## src/rtl/fetch_unit_if.sv

```systemverilog
// Interface for fetch_unit: the instruction-memory req/ack port, the decode
// valid/ready port and the redirect input. The master side is the fetch stage.
interface fetch_unit_if;
  // Handshakes: imem_req/imem_addr are held until an imem_ack is sampled on a
  // rising edge with imem_req=1. if_valid/if_instr/if_pc are held until a
  // rising edge sees if_valid=1 and if_ready=1. A transfer on a redirect edge
  // is void.
  logic        imem_req;
  logic [15:0] imem_addr;
  logic        imem_ack;
  logic [15:0] imem_rdata;
  logic        redirect;
  logic [15:0] redirect_pc;
  logic        if_valid;
  logic        if_ready;
  logic [15:0] if_instr;
  logic [15:0] if_pc;
  logic [15:0] if_pc_plus;
  logic        halted;

  modport master (
    output imem_req, imem_addr, if_valid, if_instr, if_pc, if_pc_plus, halted,
    input  imem_ack, imem_rdata, redirect, redirect_pc, if_ready
  );

  modport slave (
    input  imem_req, imem_addr, if_valid, if_instr, if_pc, if_pc_plus, halted,
    output imem_ack, imem_rdata, redirect, redirect_pc, if_ready
  );
endinterface

```

## src/rtl/fetch_unit.sv

```systemverilog
// Instruction fetch stage: PC, imem req/ack fetch, one-deep pending buffer and
// redirect flush. Optional HALT opcode (4'b1111) support under FETCH_HALT_EN.
module fetch_unit #(
  parameter logic [15:0] RESET_PC = 16'h0000,
  parameter logic [15:0] PC_STEP  = 16'd2
) (
  input  logic         clock,
  input  logic         resetn,
  fetch_unit_if.master fif,
  output logic [2:0]   dbg_state
);

  typedef enum logic [2:0] {
    S_IDLE = 3'd0,
    S_REQ  = 3'd1,
    S_HOLD = 3'd2,
    S_DROP = 3'd3,
    S_HALT = 3'd4
  } state_t;

  state_t      state;
  logic [15:0] pc;
  logic [15:0] addr;
  logic        req;
  logic        out_valid;
  logic [15:0] out_instr;
  logic [15:0] out_pc;
  logic [15:0] pend_instr;
  logic [15:0] pend_pc;

  logic        ack_fire;
  logic        slot_free;
  logic [15:0] pc_inc;
  logic        rdata_halt;
  logic        pend_halt;

`ifdef FETCH_HALT_EN
  localparam bit HALT_EN = 1'b1;
  assign fif.halted = (state == S_HALT);
`else
  localparam bit HALT_EN = 1'b0;
  assign fif.halted = 1'b0;
`endif

  assign ack_fire   = fif.imem_ack && req;
  assign slot_free  = !out_valid || fif.if_ready;
  assign pc_inc     = pc + PC_STEP;
  assign rdata_halt = HALT_EN && (fif.imem_rdata[15:12] == 4'hF);
  assign pend_halt  = HALT_EN && (pend_instr[15:12] == 4'hF);

  assign fif.imem_req   = req;
  assign fif.imem_addr  = addr;
  assign fif.if_valid   = out_valid;
  assign fif.if_instr   = out_instr;
  assign fif.if_pc      = out_pc;
  assign fif.if_pc_plus = out_pc + PC_STEP;
  assign dbg_state      = state;

  // addr follows pc everywhere except DROP, where the abandoned request keeps
  // its address on the bus until memory acknowledges it.
  always_ff @(posedge clock or negedge resetn) begin
    if (!resetn) begin
      state      <= S_IDLE;
      pc         <= RESET_PC;
      addr       <= RESET_PC;
      req        <= 1'b0;
      out_valid  <= 1'b0;
      out_instr  <= 16'h0000;
      out_pc     <= 16'h0000;
      pend_instr <= 16'h0000;
      pend_pc    <= 16'h0000;
    end else if (fif.redirect) begin
      pc        <= fif.redirect_pc;
      out_valid <= 1'b0;
      req       <= 1'b1;
      if ((state == S_REQ || state == S_DROP) && !ack_fire) begin
        state <= S_DROP;
      end else begin
        state <= S_REQ;
        addr  <= fif.redirect_pc;
      end
    end else begin
      case (state)
        S_IDLE: begin
          state <= S_REQ;
          req   <= 1'b1;
          addr  <= pc;
        end
        S_REQ: begin
          if (ack_fire) begin
            if (slot_free) begin
              out_valid <= 1'b1;
              out_instr <= fif.imem_rdata;
              out_pc    <= pc;
              if (rdata_halt) begin
                state <= S_HALT;
                req   <= 1'b0;
              end else begin
                pc   <= pc_inc;
                addr <= pc_inc;
              end
            end else begin
              pend_instr <= fif.imem_rdata;
              pend_pc    <= pc;
              state      <= S_HOLD;
              req        <= 1'b0;
              if (!rdata_halt) begin
                pc   <= pc_inc;
                addr <= pc_inc;
              end
            end
          end else if (fif.if_ready) begin
            out_valid <= 1'b0;
          end
        end
        S_HOLD: begin
          if (fif.if_ready) begin
            out_instr <= pend_instr;
            out_pc    <= pend_pc;
            if (pend_halt) begin
              state <= S_HALT;
            end else begin
              state <= S_REQ;
              req   <= 1'b1;
            end
          end
        end
        S_DROP: begin
          if (ack_fire) begin
            state <= S_REQ;
            addr  <= pc;
          end
        end
        S_HALT: begin
          if (fif.if_ready) begin
            out_valid <= 1'b0;
          end
        end
        default: begin
          state <= S_IDLE;
          req   <= 1'b0;
        end
      endcase
    end
  end

endmodule

```

## src/flat_wrapper.sv

```systemverilog
// flat-port wrapper written by rule: the top's interface ports become plain ports
module fetch_unit_flat 
#(
  parameter logic [15:0] RESET_PC = 16'h0000,
  parameter logic [15:0] PC_STEP  = 16'd2
)
  (clock, resetn, dbg_state, fif_imem_req, fif_imem_addr, fif_if_valid, fif_if_instr, fif_if_pc, fif_if_pc_plus, fif_halted, fif_imem_ack, fif_imem_rdata, fif_redirect, fif_redirect_pc, fif_if_ready);
  fetch_unit_if fif_i ();
  input  logic clock;
  input  logic resetn;
  output logic [2:0] dbg_state;
  output wire logic [$bits(fif_i.imem_req)-1:0] fif_imem_req;
  output wire logic [$bits(fif_i.imem_addr)-1:0] fif_imem_addr;
  output wire logic [$bits(fif_i.if_valid)-1:0] fif_if_valid;
  output wire logic [$bits(fif_i.if_instr)-1:0] fif_if_instr;
  output wire logic [$bits(fif_i.if_pc)-1:0] fif_if_pc;
  output wire logic [$bits(fif_i.if_pc_plus)-1:0] fif_if_pc_plus;
  output wire logic [$bits(fif_i.halted)-1:0] fif_halted;
  input wire logic [$bits(fif_i.imem_ack)-1:0] fif_imem_ack;
  input wire logic [$bits(fif_i.imem_rdata)-1:0] fif_imem_rdata;
  input wire logic [$bits(fif_i.redirect)-1:0] fif_redirect;
  input wire logic [$bits(fif_i.redirect_pc)-1:0] fif_redirect_pc;
  input wire logic [$bits(fif_i.if_ready)-1:0] fif_if_ready;
  assign fif_imem_req = fif_i.imem_req;
  assign fif_imem_addr = fif_i.imem_addr;
  assign fif_if_valid = fif_i.if_valid;
  assign fif_if_instr = fif_i.if_instr;
  assign fif_if_pc = fif_i.if_pc;
  assign fif_if_pc_plus = fif_i.if_pc_plus;
  assign fif_halted = fif_i.halted;
  assign fif_i.imem_ack = fif_imem_ack;
  assign fif_i.imem_rdata = fif_imem_rdata;
  assign fif_i.redirect = fif_redirect;
  assign fif_i.redirect_pc = fif_redirect_pc;
  assign fif_i.if_ready = fif_if_ready;
  fetch_unit #(.RESET_PC(RESET_PC), .PC_STEP(PC_STEP)) u_core (.clock(clock), .resetn(resetn), .fif(fif_i), .dbg_state(dbg_state));
endmodule
```

## config.mk

```make
export PLATFORM = sky130hd
export DESIGN_NAME = fetch_unit_flat
export DESIGN_NICKNAME = d
export VERILOG_FILES = /design/src/rtl/fetch_unit_if.sv /design/src/rtl/fetch_unit.sv /design/src/flat_wrapper.sv
export SDC_FILE = /design/constraint.sdc
export NUM_CORES = 1
export LEC_CHECK = 0
export CORE_MARGIN = 4
export CORE_UTILIZATION = 43
export CTS_BUF_LIST = sky130_fd_sc_hd__clkbuf_16
export DETAILED_ROUTE_END_ITERATION = 8
export GPL_TIMING_DRIVEN = 0
export PLACE_DENSITY_LB_ADDON = 0.2
export SLEW_MARGIN = 10
export SYNTH_ARGS = -nofsm -noshare
export SYNTH_HDL_FRONTEND = slang
export SYNTH_SLANG_ARGS = --single-unit
```

## constraint.sdc

```tcl
create_clock -name clock -period 4.7 [get_ports clock]
set_clock_uncertainty 0.2 [all_clocks]
set_input_delay 0.94 -clock clock [delete_from_list [all_inputs] [get_ports clock]]
set_output_delay 0.94 -clock clock [all_outputs]
set_load 0.05 [all_outputs]
```

Yosys cells after proc, flatten, opt, wreduce, memory -nomap -nowiden:

Cells that the tools add are included.

* $add $sub $neg: 2
* eq/ne operators: 15
* mux-type cells: 32
* bitwise operators: 2
* reduce and logical (&&, ||, !) cells: 20

Operators with widths (count)
* 16-bit two-way mux: 12
* 16-bit one-hot mux with 2 select lines: 2
* 16-bit one-hot mux with 3 select lines: 1
* 16-bit by 2-bit adder with 16-bit output, second input constant: 2
* 3-bit two-way mux: 5
* 3-bit one-hot mux with 5 select lines: 1
* 4-bit AND reduction: 3
* 5-bit AND reduction: 2
* 1-bit two-way mux: 8
* 3-bit by 2-bit equality test with 1-bit output, second input constant: 2
* 2-bit by 1-bit inequality test with 1-bit output, second input constant: 3
* 2-bit inequality test, second input constant: 3
* 3-bit by 2-bit inequality test with 1-bit output, second input constant: 2
* 3-bit inequality test, second input constant: 2
* 2-bit nonzero test: 3
* 4-bit inequality test, second input constant: 1
* 1-bit one-hot mux with 4 select lines: 1
* 2-bit AND reduction: 2
* 4-bit nonzero test: 1
* 3-bit by 1-bit equality test with 1-bit output, second input constant: 1
* 3-bit equality test, second input constant: 1
* 3-bit logical NOT: 1
* 3-bit nonzero test: 1
* 1-bit logical AND: 2
* other kinds (6): 9

* register bits: 101
* input port bits: 37
* output and inout port bits: 70
* word-level logic and storage cells: 80

Longest topological paths before layout:

* word-level depth: 6
* mapped depth: 7
* gate-level depth less buffers: 5

Least setup slack after synthesis:

No wires, ideal clock.

* path kind: register to output
* from: register u_core.out_pc[2] (netlist: u_core.fif.if_pc[2])
* to: output port fif_if_pc_plus[13]
* arrival time: 2267 ps
* required time: 3560 ps
* path slack: 1293 ps
* stages on the path, launching flop included: 6
* buffers on the path: 0
* cells stage by stage: dfrtp_1 -> ha_1 -> nand3_1 -> nor2_1 -> nand3_1 -> xnor2_1

* word-level cells in the longest chain between the ends: 1

Ends and longest elaborated chain
* from (decl): RTL line fetch_unit.sv:27 `logic [15:0] out_pc;`
* from (signal assigned): RTL line fetch_unit.sv:94 `out_pc <= pc;`
* from (signal assigned): RTL line fetch_unit.sv:119 `out_pc <= pend_pc;`
* 16-bit by 2-bit adder with 16-bit output: RTL line fetch_unit.sv:56 `assign fif.if_pc_plus = out_pc + PC_STEP;`
* to (decl): RTL line flat_wrapper.sv:17 `output wire logic [$bits(fif_i.if_pc_plus)-1:0] fif_if_pc_plus;`

No other way between the ends.

Final worst setup path:

* from: register u_core.out_pc[1] (netlist: u_core.fif.if_pc[1])
* to: output port fif_if_pc_plus[15]

Same word-level chain as after synthesis.

==> out/results.txt <==
post-CTS sizing -> 0
CP arrival -> 2760 ps
post-synthesis async set-or-reset flop share -> 100%
vias in the first global route -> 4,080
R2R Setup Slk -> 2380 ps
Setup Slack @ Placement -> 1160 ps
HPWL Detailed -> 9.60 mm
crit start category -> flop
Rows -> 40
Area Overhead vs Synth -> 29.6%
Design Area, Final -> 6860 um2
Worst path max stage delay -> 850 ps
DRC -> 0
H-tree Lvls -> 3
WL met1 -> 5.95 mm
die area -> 14,100 um2
R2R depth -> 5
io pins -> 107
setup bufs post-CTS -> 0
critical path type -> flop to primary output
Rel. slew slack -> 64.0%
Core Area -> 12,000 um2
Inserted Clock Buffers -> 9
EDFF count, synth -> 0
final WL -> 13.1 mm
I/O Buffers -> 104
initial antenna violation count -> 0
met3 WL post-DR -> 877 um
CTS Root Cell -> clkbuf_16
cell count along the critical path -> 6
Pre-antenna DRT Iters -> 5
clk_lat worst skew -> 350 ps
final hold vios -> 0
hold buffers post-CTS -> 0
register area -> 2500 um2
part of the cycle the worst path needs -> 83.0%
met2 wire length -> 6.01 mm
Die Y -> 119 um
syn avg cell area -> 11.5 um2
Die Wd -> 119 um
Max-Cap Viols -> 0
vias per std cell -> 5.45
origin of the worst setup path -> u_core.fif.if_pc[1]$_DFFE_PN0P_
share of cells above drive strength 1 -> 26.4%
layout filler cell count -> 1,066
static leakage -> 2.86 nW
largest net degree at the start of global routing -> 77
CTS tree -> done
placed cell area -> 6550 um2
initial drt markers -> 260
routability congestion estimate from global placement -> 0.864
fin. max-slew vios -> 0
vias -> 3,975
Top Metal Used -> met4
CP Capture Type -> primary output
area of the multi-input gates -> 2530 um2
Longest Clk Path Bufs -> 2
Top FF cell, synth -> dfrtp_1
most common cell after layout, fill and taps aside -> clkdlybuf4s50_1
total power per unit cell area -> 524 nW/um2
sequential area share after synthesis -> 47.3%
DP Cell Count -> 714
Reg-to-Reg Start -> u_core.pc[2]$_DFFE_PN0P_
first-pass GRT wire length -> 21.6 mm
Req. time, crit path -> 3560 ps
Sink Count -> 100
CP bufs+invs -> 1
Nets -> 617
All-Layer GR Usage -> 19.1%
antenna cells -> 0
cell family with most CP delay -> buffers and inverters
Overflow after GRT -> 0
RR Endpoint -> u_core.fif.imem_addr[11]$_DFFE_PN0P_
status -> complete, no violations
Yosys Warn Count -> 0
post-route antenna net violation count -> 0
most frequent cells in the layout -> 103 x clkdlybuf4s50_1, 100 x dfrtp_1, 93 x mux2_2
worst path cell trace -> ha_1, nand3_1, nor2_1, nand3_1, xnor2_1, clkdlybuf4s50_1
f_max -> 256 MHz
Setup crit end -> fif_if_pc_plus[15]
worst min path class -> input port to asynchronous set/reset pin
synthesized cell area -> 5290 um2
Period minus WS final -> 3900 ps
routed len/inst -> 17.9 um
Starting Density -> 44.1%
Final WS setup -> 801 ps
Seq cells post-synth -> 100
cell count after synthesis -> 461
CP most frequent cell -> nand3_1
final std cells w/o fill -> 730
Critical-path top delay cell -> clkdlybuf4s50_1
Crit Path Max Fanout -> 5
RSZ-0062 raised after global routing -> false
maximum VDD drop -> 0.425 mV
overall power -> 3.59 mW
final setup fails -> 0
Synth cell types -> 62
Worst-path clk slew -> 70 ps
Slew @ Worst Pin -> 538 ps
==> registers in the layout, indices dropped and copies added (netlist names) <==
name,count
u_core.fif.imem_req,1
u_core.pend_pc,16
u_core.fif.if_pc,16
u_core.fif.if_instr,16
u_core.pc,16
u_core.fif.imem_addr,16
u_core.dbg_state,2
u_core.pend_instr,16
u_core.fif.if_valid,1
==> synthesized netlist by cell type, types with 2 or more instances <==
| library cell | count | area share, % |
|---|---|---|
| dfrtp_1 | 100 | 47 |
| mux2_2 | 93 | 20 |
| nand2_1 | 39 | 2.8 |
| xnor2_1 | 25 | 4.1 |
| nor2_1 | 22 | 1.6 |
| o21ai_0 | 17 | 1.6 |
| buf_2 | 16 | 1.5 |
| nand3_1 | 12 | 1.1 |
| mux2i_1 | 10 | 1.9 |
| xor2_1 | 10 | 1.7 |
| nor4_1 | 9 | 1.1 |
| buf_4 | 8 | 1.1 |
| nor3_1 | 8 | 0.76 |
| buf_6 | 6 | 1.3 |
| inv_1 | 6 | 0.43 |
| a21boi_0 | 5 | 0.71 |
| nand2b_1 | 5 | 0.59 |
| a21oi_1 | 4 | 0.38 |
| clkbuf_1 | 4 | 0.28 |
| nand4_1 | 4 | 0.47 |
| o22ai_1 | 4 | 0.47 |
| and3_1 | 3 | 0.35 |
| nor2b_1 | 3 | 0.35 |
| o211a_1 | 3 | 0.57 |
| a211oi_1 | 2 | 0.28 |
| a22o_1 | 2 | 0.33 |
| a22oi_1 | 2 | 0.28 |
| ha_1 | 2 | 0.47 |
| nand3_2 | 2 | 0.38 |
| nand3b_1 | 2 | 0.28 |
| o211ai_1 | 2 | 0.28 |
==> final cells by class <==
class	count	area share, %
clock buffer	9	3.28
inverter	7	0.383
sequential	100	36.5
buffer	36	3.50
clock inverter	7	1.22
timing repair buffer	105	15.6
tap	147	2.68
multi-input combinational	319	36.8
==> where the power goes <==
| group | internal (mW) | switching [mW] | leakage [nW] | total [mW] |
|---|---|---|---|---|
| Sequential | 1.07 | 0.166 | 1.20 | 1.24 |
| Combinational | 0.599 | 0.982 | 1.50 | 1.58 |
| Clock | 0.423 | 0.349 | 0.149 | 0.773 |
| Total | 2.09 | 1.50 | 2.86 | 3.59 |
==> metrics by stage <==
step	utilization, %	hold slack [ps]	TNS [ps]
floorplan	-	250	0
global placement	54.3	263	-136040
detailed placement	54.5	269	0
CTS	57.1	246	0
global route	57.1	260	0
finish	57.1	246	0
==> worst register-to-register path: cells and delay by family, from the launching register on <==
kind            cells  cell delay [ps]
flops               1              490
compound gates      2              350
fa+ha+maj           1              350
simple gates        2              890
==> logic make-up after synthesis <==
kind of cell | after synthesis | synth area share [%]
and+or+nand+nor | 121 | 12.2
muxes | 103 | 21.7
DFF | 100 | 47.3
AOI/OAI and AO/OA | 56 | 7.40
buffers and inverters | 43 | 5.04
xor gates and xnor gates | 35 | 5.79
adders and majority gates | 2 | 0.473
other | 1 | 0.0709
==> worst min-delay path by stage <==
stage	from	end	slack (ps)
finish	resetn	u_core.fif.imem_addr[5]$_DFFE_PN0P_	250
global route	resetn	u_core.fif.imem_addr[5]$_DFFE_PN0P_	260
CTS	resetn	u_core.fif.imem_addr[5]$_DFFE_PN0P_	250
detailed placement	u_core.fif.imem_addr[2]$_DFFE_PN0P_	u_core.fif.imem_addr[2]$_DFFE_PN0P_	270
global placement	u_core.pend_pc[9]$_DFFE_PN0P_	u_core.pend_pc[9]$_DFFE_PN0P_	260
floorplan	u_core.pend_pc[13]$_DFFE_PN0P_	u_core.pend_pc[13]$_DFFE_PN0P_	250
==> per-layer routing <==
metal / GRT usage (%) / vias up
li1: - / 1873
met1: 25.7 / 1942
met2: 30.1 / 140
met3: 5.84 / 20
met4: 5.07 / 0
met5: 0 / -
Note: power is estimated with default switching activity, not from simulation.
